[src/rtl/std_latch_pipe.sv]
// std_latch_pipe: small synchronous FIFO-style elastic buffer.
// Holds up to LATCH_DEPTH payloads and presents them to the consumer in arrival order.
// i_ready, o_valid and q are all derived from registered state only, so there is
// no combinational path from either side of the handshake to the other.
module std_latch_pipe #(
  parameter int                     LATCH_WIDTH = 1,
  parameter int                     LATCH_DEPTH = 2,
  parameter logic [LATCH_WIDTH-1:0] RESET_VALUE = '0
) (
  input  logic                               clk,
  input  logic                               reset,
  input  logic                               flush,
  input  logic                               i_valid,
  output logic                               i_ready,
  input  logic [LATCH_WIDTH-1:0]             d,
  output logic                               o_valid,
  input  logic                               o_ready,
  output logic [LATCH_WIDTH-1:0]             q,
  output logic [$clog2(LATCH_DEPTH+1)-1:0]   count
);

  localparam int CNT_W = $clog2(LATCH_DEPTH + 1);
  localparam int PTR_W = (LATCH_DEPTH > 1) ? $clog2(LATCH_DEPTH) : 1;
  // Storage is padded to a power of two so every pointer value has a slot.
  // Slots at or above LATCH_DEPTH are never addressed, because both pointers
  // wrap at LATCH_DEPTH-1, so they only ever hold RESET_VALUE.
  localparam int SLOTS = 1 << PTR_W;

  localparam logic [PTR_W-1:0] LAST_PTR = PTR_W'(LATCH_DEPTH - 1);
  localparam logic [CNT_W-1:0] FULL_CNT = CNT_W'(LATCH_DEPTH);

  logic [LATCH_WIDTH-1:0] mem [0:SLOTS-1];
  logic [PTR_W-1:0]       wr_ptr;
  logic [PTR_W-1:0]       rd_ptr;
  logic [PTR_W-1:0]       wr_ptr_nxt;
  logic [PTR_W-1:0]       rd_ptr_nxt;
  logic                   push;
  logic                   pop;

  // Handshake outputs come from the registered occupancy only.
  assign i_ready = (count < FULL_CNT);
  assign o_valid = (count != '0);
  assign q       = mem[rd_ptr];

  // Transfers happen only where both sides agree; d never gates a transfer,
  // so an unknown payload cannot disturb the control state.
  assign push = i_valid & i_ready;
  assign pop  = o_valid & o_ready;

  // Pointer increment with explicit wrap, correct for non-power-of-two depths.
  always_comb begin
    wr_ptr_nxt = (wr_ptr == LAST_PTR) ? '0 : wr_ptr + 1'b1;
    rd_ptr_nxt = (rd_ptr == LAST_PTR) ? '0 : rd_ptr + 1'b1;
  end

  // State update: reset beats flush, flush beats push/pop.
  // NOTE: all state here is assigned with <= so every register samples the
  // pre-edge values of its neighbours, independent of statement order.
  always_ff @(posedge clk) begin
    if (reset) begin
      count  <= '0;
      wr_ptr <= '0;
      rd_ptr <= '0;
      // NOTE: the storage is reset here on purpose: q must show RESET_VALUE
      // after reset, and q reads the storage directly even while empty.
      for (int i = 0; i < SLOTS; i++) begin
        mem[i] <= RESET_VALUE;
      end
    end else if (flush) begin
      // Contents are kept; only the bookkeeping is cleared.
      count  <= '0;
      wr_ptr <= '0;
      rd_ptr <= '0;
    end else begin
      if (push) begin
        mem[wr_ptr] <= d;
        wr_ptr      <= wr_ptr_nxt;
      end
      if (pop) begin
        rd_ptr <= rd_ptr_nxt;
      end
      case ({push, pop})
        2'b10:   count <= count + 1'b1;
        2'b01:   count <= count - 1'b1;
        default: count <= count;
      endcase
    end
  end

endmodule

[config.mk]
export PLATFORM = sky130hd
export DESIGN_NAME = std_latch_pipe
export DESIGN_NICKNAME = d
export VERILOG_FILES = /design/src/rtl/std_latch_pipe.sv
export SDC_FILE = /design/constraint.sdc
export NUM_CORES = 1
export LEC_CHECK = 0
export BUFFER_PORTS_ARGS = -buffer_cell sky130_fd_sc_hd__buf_2
export CORE_AREA = 3 3 40 42
export DETAILED_ROUTE_END_ITERATION = 10
export DIE_AREA = 0 0 43 45
export HOLD_SLACK_MARGIN = 0.15
export PLACE_DENSITY = 0.49
export SLEW_MARGIN = 20
export SYNTH_ARGS = -nofsm -noshare
export SYNTH_HDL_FRONTEND = slang
export SYNTH_SLANG_ARGS = --single-unit
export TNS_END_PERCENT = 30
[constraint.sdc]
create_clock -name clk -period 4 [get_ports clk]
set_input_delay 0.6 -clock clk [delete_from_list [all_inputs] [get_ports clk]]
set_output_delay 0.6 -clock clk [all_outputs]
set_load 0.01 [all_outputs]
# Word-level counts from Yosys, hierarchy flattened
# Memory sizes are Yosys's and may differ from the RTL's. A register that Yosys moved wholly into a read port is not among the register bits.
# Cells that the tools add are included.
# word_totals
ram_bits,2
output_inout_bits,5
elab_cells,31
register_bits,4
inputBits,6
n_memories,1
# classes
reduce_logical,4
bitwise_logic,2
muxes,14
add_sub_neg,4
magnitude_cmp,1
eq_ne,2
# mem_list
name,words,word_bits,rd,rd_ports_with_merged_regs,wr,line,text
mem,2,1,1,1,2,32,logic [LATCH_WIDTH-1:0] mem [0:SLOTS-1];
# ops
operator,n
2-to-1 mux 1 bit,13
one-hot mux 2 bit (2 select lines),1
nonzero test 2 bit,2
adder 1 bit (second input constant),2
adder 2 x 1 -> 2 bit (second input constant),1
bitwise AND 1 bit,2
== test 2 x 1 -> 1 bit (second input constant),1
== test 2 bit (second input constant),1
less-than comparator 2 bit (second input constant),1
OR reduction 2 bit,1
subtractor 2 x 1 -> 2 bit (second input constant),1
OR reduction 1 bit,1

# Logic depth before layout (Yosys ltp)
# Gate-level depths: netlist (run 1).
# depth
depth_word,8
depth_mapped,6
ltp_nobuf,5

# Worst setup path after synthesis (run 1)
# OpenSTA, ideal clock, no wires.
# synth_path
path_kind,reg2reg
startpoint,reg count[1]
endpoint,reg count[1]
n_path_buf,1
t_required_ps,3914
path_stages_with_launch,6
slack_ps,2350
arrival_ps,1564
path_cell_list,dfxtp_1 > clkbuf_1 > o21a_1 > ha_1 > or3_1 > a211oi_1
# synth_via
elab_chain_cells,4
# synth_lines
item,line,text
"start, declared",19,output logic [$clog2(LATCH_DEPTH+1)-1:0] count
"start signal, assigned",83,2'b10: count <= count + 1'b1;
"start signal, assigned",84,2'b01: count <= count - 1'b1;
"start signal, assigned",85,default: count <= count;
nonzero test 2 bit *,42,assign o_valid = (count != '0);
bitwise AND 1 bit *,48,assign pop = o_valid & o_ready;
named net pop,38,logic pop;
== test 2 x 1 -> 1 bit / == test 2 bit (equally long branches),82,"case ({push, pop})"
one-hot mux 2 bit (2 select lines) / nonzero test 2 bit (equally long branches),n/a,
# Mark *: on every way through the listed nets, which the timed path passes. The rest lies on a longest branch.
# A chain may end at the register's enable or synchronous reset.

# Worst setup path after layout (run 1)
# layout_path
startpoint,reg count[1]
endpoint,out o_valid
# layout_via
elab_chain_cells,1
# layout_lines
item,line,text
nonzero test 2 bit,42,
"end, declared",16,"output logic o_valid,"
# Every way passes these cells.

==> run_results.csv, run 1 <==
group,metric,value,unit
clock_network,clk-insertion-delay-late,0.26,ns
setup_path,timing.rr.end,"count[1]",
floorplanning,area_of_the_placeable_core,1285,um2
synthesis,postSynth.asyncResetShare,0,%
timing,post-route-worst-setup-slack,2.305,ns
synthesis,syn-cell-area,335.3,um2
floorplanning,die_area,1935,um2
power,fin_total_pwr,0.1697,mW
clock_network,post-cts-setup-buffers,0,
clock_network,htree_num_levels,1,
synthesis,synth_largest_area_cell,"dfxtp_1",
setup_path,regToRegStartpoint,"count[1]",
route,drtAntennaViolNets,0,
timing,tightestPinTransition,0.2965,ns
placed_design,placed_area,396.6,um2
timing,final.period_utilization,42.37,%
synthesis,synth.top_cell.area_share,29.85,%
layout,layout.cells.non_filler,60,
synthesis,synthesis.yosys.warnings,0,
placed_design,detailedPlace.worstSlack,2.202,ns
timing,setup_violations,0,
timing,finalSetupTns,0,ns
layout,area.growth.synth_to_final,26.12,%
layout,post-route-cell-area,422.9,um2
setup_path,criticalPathCategory,"reg2out",
layout,diodes,0,
hold_path,hold_depth,2,
global_route,gr-usage-all-layers,7.930,%
floorplanning,vertical_extent_of_the_die,45,um
floorplanning,rows,13,
layout,numnets_final,53,
clock_network,cts_hold_repair.buffers,0,
route,route.vias.total,278,
floorplanning,starting_density,26.10,%
global_route,first_global_vias,266,
timing,slew_headroom,80.21,%
route,routedWlPerCell,12.12,um
synthesis,yosys-top-cells-area,"dfxtp_1 30%, edfxtp_1 18%, nor3_1 7.5%",
layout,postLayoutCoreUtil,32.91,%
clock_network,cts_buffers,3,
outcome,status,"completed",
layout,fillers,139,
clock_network,tritoncts,"yes",
route,detailedRoute.firstIterationViolations,8,
timing,timing.final.crit_period,1.695,ns
timing,fmaxAchievable,0.5901,GHz
route,detail_route.drc_violations,0,
clock_network,ctsResizeCount,0,
job,max-cap-violations,0,
clock_network,clkTransAtPathRegs,0.06,ns
synthesis,synth-edff-count,2,
setup_path,critPathArrivalTime,1.09,ns
floorplanning,design.portCount,11,
clock_network,numClockSinks,7,
timing,finalHoldWorstSlack,0.5571,ns
hold_path,timing.hold.worst.start,"rd_ptr",
synthesis,synth_cells,33,
setup_path,setup.worst_path.start_class,"register",
layout,post_route_cells_drive_above_1_share,35.56,%
global_route,grt_start_max_net_pins,11,
synthesis,synth-seq-area-share,47.76,%
setup_path,worstPathMaxFanout,10,
power,peakVddDrop,0.1280,mV
setup_path,r2r_setup_slack,2.35,ns
setup_path,required,3.40,ns
global_route,grt_remaining_overflow,0,
timing,grt_setup_unrepaired,"false",
synthesis,netlist-cell-type-count,21,
placed_design,gp_routability_congestion,0.7713,
floorplanning,chip_width,43,um
placed_design,post-place-cells,56,
route,routed_wire_length,727,um
hold_path,timing.hold.worst_endpoint,"rd_ptr",
setup_path,worst_r2r_path_cells,4,
synthesis,ys_dominant_reg_cell,"dfxtp_1",
clock_network,cts_root_buffer,"clkbuf_4",
clock_network,cts-root-to-sink-buffers,2,
timing,final_max_slew_violation_count,0,
timing,hold_violations,0,
synthesis,avgSynthCellArea,10.16,um2
global_route,antenna_found_initial,0,
power,ratio_of_total_power_to_cell_area,401.2,nW/um2
route,firstDrtPassIters,3,
global_route,grt_pass1_wl,1.069,mm
timing,layout_skew,0.009770,ns
setup_path,sort_of_element_at_the_end_of_the_critical_path,"output port",
synthesis,syn_nets,40,
route,vias_per_cell,4.633,
power,power_leakage,0.1790,nW
placed_design,dp_hpwl,528.6,um
synthesis,postSynthRegisterBits,7,
placed_design,buffer_ports.inserted,10,
hold_path,hp-class,"reg2reg",
final cells by class:
class	instances	area, um2	area share [%]
clock buffers	4	26.28	6.213
flip-flops and latches	7	160.2	37.87
inverters	1	3.754	0.8876
well taps	15	18.77	4.438
multi-input cells	23	163.9	38.76
repair buffers	10	50.05	11.83
cell families after synthesis:
group                      Yosys count  share of synthesized area (%)
AOI/OAI and AO/OA                    5                          10.82
xor gates and xnor gates             4                          10.45
adders and majority gates            1                          3.731
buffers and inverters                3                          3.358
DFF                                  7                          47.76
muxes                                1                          3.358
and+or+nand+nor                     12                          20.53
synth_stat cells (all sizes together) (2+ instances only):
library cell  n
clkbuf        2
dfxtp         5
edfxtp        2
nor3          5
xnor2         2
xor2          2
power breakdown:
part	leakage [nW]	internal (mW)	switching, mW
Sequential	0.0617	0.0763	0.00306
Clock	0.0150	0.0383	0.0290
Combinational	0.102	0.0115	0.0116
cell usage in the layout, fill, tap and decap left out:
cell type	n
a211oi_1	1
a21o_1	1
a31o_2	1
buf_2	10
clkbuf_1	1
clkbuf_4	3
dfxtp_1	5
edfxtp_1	2
ha_1	1
inv_1	1
mux2_2	1
nand2b_1	1
nand3b_1	1
nor2_1	1
nor2b_1	1
nor3_1	5
nor3b_1	1
o21a_1	1
o21ai_0	1
or2_2	1
or3_1	1
xnor2_1	2
xor2_1	2
worst max path at each step:
stage                         from       end  depth (start not counted)
final                     count[1]   o_valid                          2
after global routing      count[1]   o_valid                          2
after CTS                 count[1]   o_valid                          2
after detailed placement   o_ready  count[1]                          5
after global placement     o_ready  count[1]                          5
after floorplan           count[1]  count[1]                          5
worst max-delay path, cell delays in order, from the launching register on:
cell	delay [ns]
dfxtp_1	0.39
or2_2	0.32
buf_2	0.14
routing by layer:
layer | up-vias | GRT usage (%) | routed length [um]
li1 | 141 | - | -
met1 | 130 | 7.039 | 293
met2 | 5 | 14.07 | 389
met3 | 2 | 2.789 | 29
met4 | 0 | 7.229 | 14
met5 | - | 0 | 0
Note: power is estimated with default switching activity, not from simulation.
==> run 2, diff against run 1 <==
Settings changed: PLACE_DENSITY 0.49 to 0.5.
Clock period 4 ns to 1.4 ns, I/O delays scaled along.
==> run_results.csv, run 2 (synthesized netlist as in run 1, its figures left out) <==
group,metric,value,unit
outcome,status,"finished, violations left",
outcome,violations_in_the_final_reports,"setup timing",
placed_design,dp_hpwl,567.2,um
layout,layout_common_cells,"10 x buf_2, 5 x nor3_1, 4 x buf_4, 3 x dfxtp_1, 3 x clkbuf_4",
hold_path,timing.hold.worst.start,"flush",
clock_network,cts_hold_repair.buffers,0,
timing,final.period_utilization,100.9,%
route,routed_wire_length,699,um
setup_path,critPathArrivalTime,1.58,ns
timing,tightestPinTransition,0.2019,ns
route,firstDrtPassIters,2,
power,power_frac_seq,45.8,%
clock_network,cts-root-to-sink-buffers,2,
layout,post_route_cells_drive_above_1_share,53.06,%
setup_path,worst_r2r_path_cells,5,
layout,layout_commonest_cell,"buf_2",
floorplanning,chip_width,43,um
route,detail_route.drc_violations,0,
timing,finalSetupTns,-0.01224,ns
power,p_int,0.3744,mW
global_route,grt_pass1_wl,1.124,mm
layout,multi_input_area,196.4,um2
hold_path,hold_depth,2,
placed_design,placed_area,455.4,um2
setup_path,criticalPathCategory,"reg2reg",
clock_network,post-cts-setup-buffers,0,
placed_design,detailedPlace.worstSlack,-0.03272,ns
layout,diodes,0,
global_route,grt_remaining_overflow,0,
timing,fmaxAchievable,0.7081,GHz
layout,sequential_cell_area,162.7,um2
power,switching_share,23.85,%
clock_network,numClockSinks,7,
timing,final_max_slew_violation_count,0,
clock_network,tritoncts,"yes",
route,routedWlPerCell,10.92,um
route,detailedRoute.firstIterationViolations,6,
clock_network,clk-insertion-delay-late,0.25,ns
timing,hold_violations,0,
timing,grt_setup_unrepaired,"true",
timing,setup_violations,1,
clock_network,clkTransAtPathRegs,0.05,ns
clock_network,cts_root_buffer,"clkbuf_4",
setup_path,crit_chain,"o21a_4 -> ha_4 -> xnor2_1 -> or3_1 -> a211oi_2",
layout,layout.cells.non_filler,64,
floorplanning,die_area,1935,um2
timing,slew_headroom,86.40,%
setup_path,worstPathMaxFanout,4,
placed_design,post-place-cells,60,
setup_path,required,1.57,ns
power,power_leakage,0.2041,nW
setup_path,worstSetupStartpoint,"count[1]",
layout,area.growth.synth_to_final,45.52,%
placed_design,gp_routability_congestion,0.8373,
placed_design,buffer_ports.inserted,10,
hold_path,hp-class,"in2reg",
setup_path,worst_path_largest_cell_delay,0.34,ns
layout,post-route-cell-area,488.0,um2
layout,fillers,131,
timing,finalHoldWorstSlack,0.2078,ns
job,max-cap-violations,0,
floorplanning,design.portCount,11,
global_route,first_global_vias,250,
floorplanning,starting_density,26.10,%
setup_path,setup.worst_path.start_class,"register",
global_route,grt_start_max_net_pins,9,
floorplanning,vertical_extent_of_the_die,45,um
layout,numnets_final,57,
clock_network,htree_num_levels,1,
setup_path,worst_path_max_delay_cell,"dfxtp_2",
route,route.vias.total,281,
setup_path,regToRegStartpoint,"count[1]",
floorplanning,area_of_the_placeable_core,1285,um2
timing,post-route-worst-setup-slack,-0.01224,ns
power,peakVddDrop,0.4739,mV
setup_path,sort_of_element_at_the_end_of_the_critical_path,"register",
timing,timing.final.crit_period,1.412,ns
route,drtAntennaViolNets,0,
timing,layout_skew,0.002685,ns
power,ratio_of_total_power_to_cell_area,1007,nW/um2
clock_network,cts_buffers,3,
global_route,gr-usage-all-layers,8.718,%
route,vias_per_cell,4.391,
power,p_comb_share,17.8,%
global_route,antenna_found_initial,0,
power,clock_power_share,36.3,%
power,p_switching,0.1173,mW
floorplanning,rows,13,
[run 2: what timing repair did]
item / CTS / global route
hold endpoints to repair: 0 / 0
pin swaps: 0 / 0
setup endpoints to repair: 1 / 2
gates resized for setup: 2 / 0
[run 2: power by group through the flow]
stage | registers, mW | logic (mW) | clock network, mW
CTS | 0.225 | 0.0884 | 0.188
global placement | 0.228 | 0.0841 | 0
global route | 0.226 | 0.0966 | 0.207
finish | 0.225 | 0.0877 | 0.179
floorplan | 0.230 | 0.0520 | 0
detailed placement | 0.229 | 0.0865 | 0
[run 2: worst max-delay path: cells and delay by family (launching register included)]
| family | cells | cell delay, ns |
|---|---|---|
| compound gates | 2 | 0.39 |
| simple gates | 1 | 0.32 |
| xor+xnor | 1 | 0.12 |
| flops | 1 | 0.34 |
| fa+ha+maj | 1 | 0.15 |
[run 2: path summary, 6_finish.rpt]
check / to / slack (ns)
hold reg to reg: rd_ptr / 0.55
hold / removal: count[1] / 0.21
setup reg to reg: count[1] / -0.01
setup / recovery: count[1] / -0.01
[run 2: per-layer routing]
layer	routed length [um]	global-route usage, %	vias up
li1	-	-	149
met1	302	9.582	125
met2	344	12.28	7
met3	52	7.171	0
met4	0	3.614	0
met5	0	0	-
[run 2: metrics by stage]
stage	power, mW	util [%]
CTS	0.5020	37.97
floorplan	0.2821	-
detailed placement	0.3155	35.44
global route	0.5294	37.97
finish	0.4916	37.97
global placement	0.3121	35.44
[run 2: area by class of cell]
class / count / share of cell area, %
Multi-Input combinational cell: 23 / 40.26
Sequential cell: 7 / 33.33
Timing Repair Buffer: 14 / 16.41
Clock buffer: 4 / 5.385
Tap cell: 15 / 3.846
Inverter: 1 / 0.7692
==> run 3, diff against run 2 <==
Settings changed: CORE_AREA 3 3 40 42 to 2 2 39 41, DIE_AREA 0 0 43 45 to 0 0 41 43.
==> run_results.csv, run 3 (synthesized netlist as in run 1, its figures left out) <==
group,metric,value,unit
outcome,status,"finished, violations left",
outcome,violations_in_the_final_reports,"setup timing",
power,ratio_of_total_power_to_cell_area,1017,nW/um2
floorplanning,area_of_the_placeable_core,1384,um2
timing,setup_violations,1,
timing,slew_headroom,84.14,%
timing,final_max_slew_violation_count,0,
setup_path,critPathArrivalTime,1.59,ns
setup_path,regToRegStartpoint,"count[1]",
route,detail_route.drc_violations,0,
clock_network,numClockSinks,7,
clock_network,htree_num_levels,1,
floorplanning,rows,14,
route,vias_per_cell,4.446,
route,drtAntennaViolNets,0,
global_route,fraction_of_met1_tracks_used_by_global_routing,9.709,%
clock_network,cts_buffers,3,
timing,post-route-worst-setup-slack,-0.01733,ns
global_route,gr-usage-all-layers,9.557,%
route,routed_wire_length,665,um
layout,post_route_cells_drive_above_1_share,51.02,%
hold_path,hp-class,"in2reg",
route,route.vias.total,289,
power,fin_total_pwr,0.4964,mW
clock_network,tritoncts,"yes",
hold_path,hold_depth,2,
global_route,grt_start_max_net_pins,9,
floorplanning,die_area,1763,um2
setup_path,criticalPathCategory,"reg2reg",
timing,fmaxAchievable,0.7056,GHz
layout,postLayoutCoreUtil,35.26,%
job,max-cap-violations,0,
floorplanning,vertical_extent_of_the_die,43,um
timing,final.period_utilization,101.2,%
setup_path,required,1.57,ns
hold_path,timing.hold.worst.start,"flush",
setup_path,worstSetupStartpoint,"count[1]",
clock_network,cts_root_buffer,"clkbuf_4",
clock_network,cts-root-to-sink-buffers,2,
layout,layout_common_cells,"10 x buf_2, 5 x nor3_1, 4 x dfxtp_1, 4 x buf_4, 3 x clkbuf_4",
floorplanning,design.portCount,11,
clock_network,cts_hold_repair.buffers,0,
layout,layout.cells.non_filler,65,
placed_design,post-place-cells,61,
power,peakVddDrop,0.5736,mV
global_route,gr-max-usage-layer,"met2",
clock_network,clk-insertion-delay-late,0.25,ns
placed_design,gp_routability_congestion,0.6540,
global_route,grt_pass1_wl,1.035,mm
setup_path,crit_chain,"o21a_4 -> ha_4 -> xnor2_1 -> or3_1 -> a211oi_2",
global_route,grt_remaining_overflow,0,
placed_design,buffer_ports.inserted,10,
placed_design,dp_hpwl,520.1,um
floorplanning,starting_density,24.23,%
setup_path,r2r_setup_slack,-0.02,ns
global_route,grt_util_met2,13.75,%
clock_network,clkTransAtPathRegs,0.05,ns
global_route,first_global_vias,260,
setup_path,worst_path_largest_cell_delay,0.34,ns
global_route,antenna_found_initial,0,
setup_path,worst_path_max_delay_cell,"dfxtp_2",
setup_path,critical-path-top-delay-family,"compound AO/OA/AOI/OAI gates",
placed_design,detailedPlace.worstSlack,0.0004691,ns
setup_path,total_buffers_and_inverters_traversed_by_the_critical_path,0,
layout,layout_commonest_cell,"buf_2",
layout,diodes,0,
setup_path,worst_r2r_path_cells,5,
timing,layout_skew,0.002373,ns
setup_path,timing.critical_path.depth,5,
setup_path,timing.rr.end,"count[1]",
layout,area.growth.synth_to_final,45.52,%
global_route,gr-usage-met3,6.283,%
setup_path,worstPathMaxFanout,4,
layout,numnets_final,57,
setup_path,setup.worst_path.start_class,"register",
timing,tightestPinTransition,0.2354,ns
setup_path,sort_of_element_at_the_end_of_the_critical_path,"register",
timing,grt_setup_unrepaired,"true",
timing,timing.final.crit_period,1.417,ns
power,power_leakage,0.2037,nW
timing,hold_violations,0,
route,detailedRoute.firstIterationViolations,1,
timing,finalSetupTns,-0.01733,ns
route,routedWlPerCell,10.23,um
floorplanning,chip_width,41,um
route,firstDrtPassIters,2,
setup_path,timing.critical_path.to,"count[1]",
## run 3: per-layer routing
metal  wire length, um  vias to the layer above  part of all wire (%)
met5                 0                        -                     0
met4                 8                        0                   1.2
met3                49                        2                   7.4
met2               352                        6                    53
met1               254                      134                    38
li1                  -                      147                     -
## run 3: metrics by stage
stage	cell area [um2]	hold WS, ns
finish	488.0	0.1985
detailed placement	456.7	0.4609
global placement	456.7	0.4647
global route	488.0	0.1944
floorplan	374.1	0.2810
CTS	483.0	0.1879
## run 3: timing repair
item | 4_1_cts | 5_1_grt
resized for setup | 0 | 1
hold endpoints to repair | 0 | 0
endpoints found under the setup margin | 1 | 2
buffers inserted | 0 | 0
## run 3: power breakdown
group / internal [mW] / total, mW / leakage (nW) / switching (mW)
clock: 0.109 / 0.186 / 0.0150 / 0.0766
combinational: 0.0471 / 0.0866 / 0.127 / 0.0396
sequential: 0.218 / 0.224 / 0.0622 / 0.00601
total: 0.374 / 0.496 / 0.204 / 0.122
## run 3: worst min-delay path by stage
stage	slack, ns	to
2_1_floorplan	0.28	count[1]
3_3_place_gp	0.46	count[1]
3_5_place_dp	0.46	count[1]
4_1_cts	0.19	count[1]
5_1_grt	0.19	count[1]
6_report	0.20	count[1]
## run 3: cell type report
type	instances	area, um2
Clock buffer	4	26.28
Fill cell	146	895.9
Inverter	1	3.754
Multi-Input combinational cell	23	196.4
Sequential cell	7	161.4
Tap cell	16	20.02
Timing Repair Buffer	14	80.08
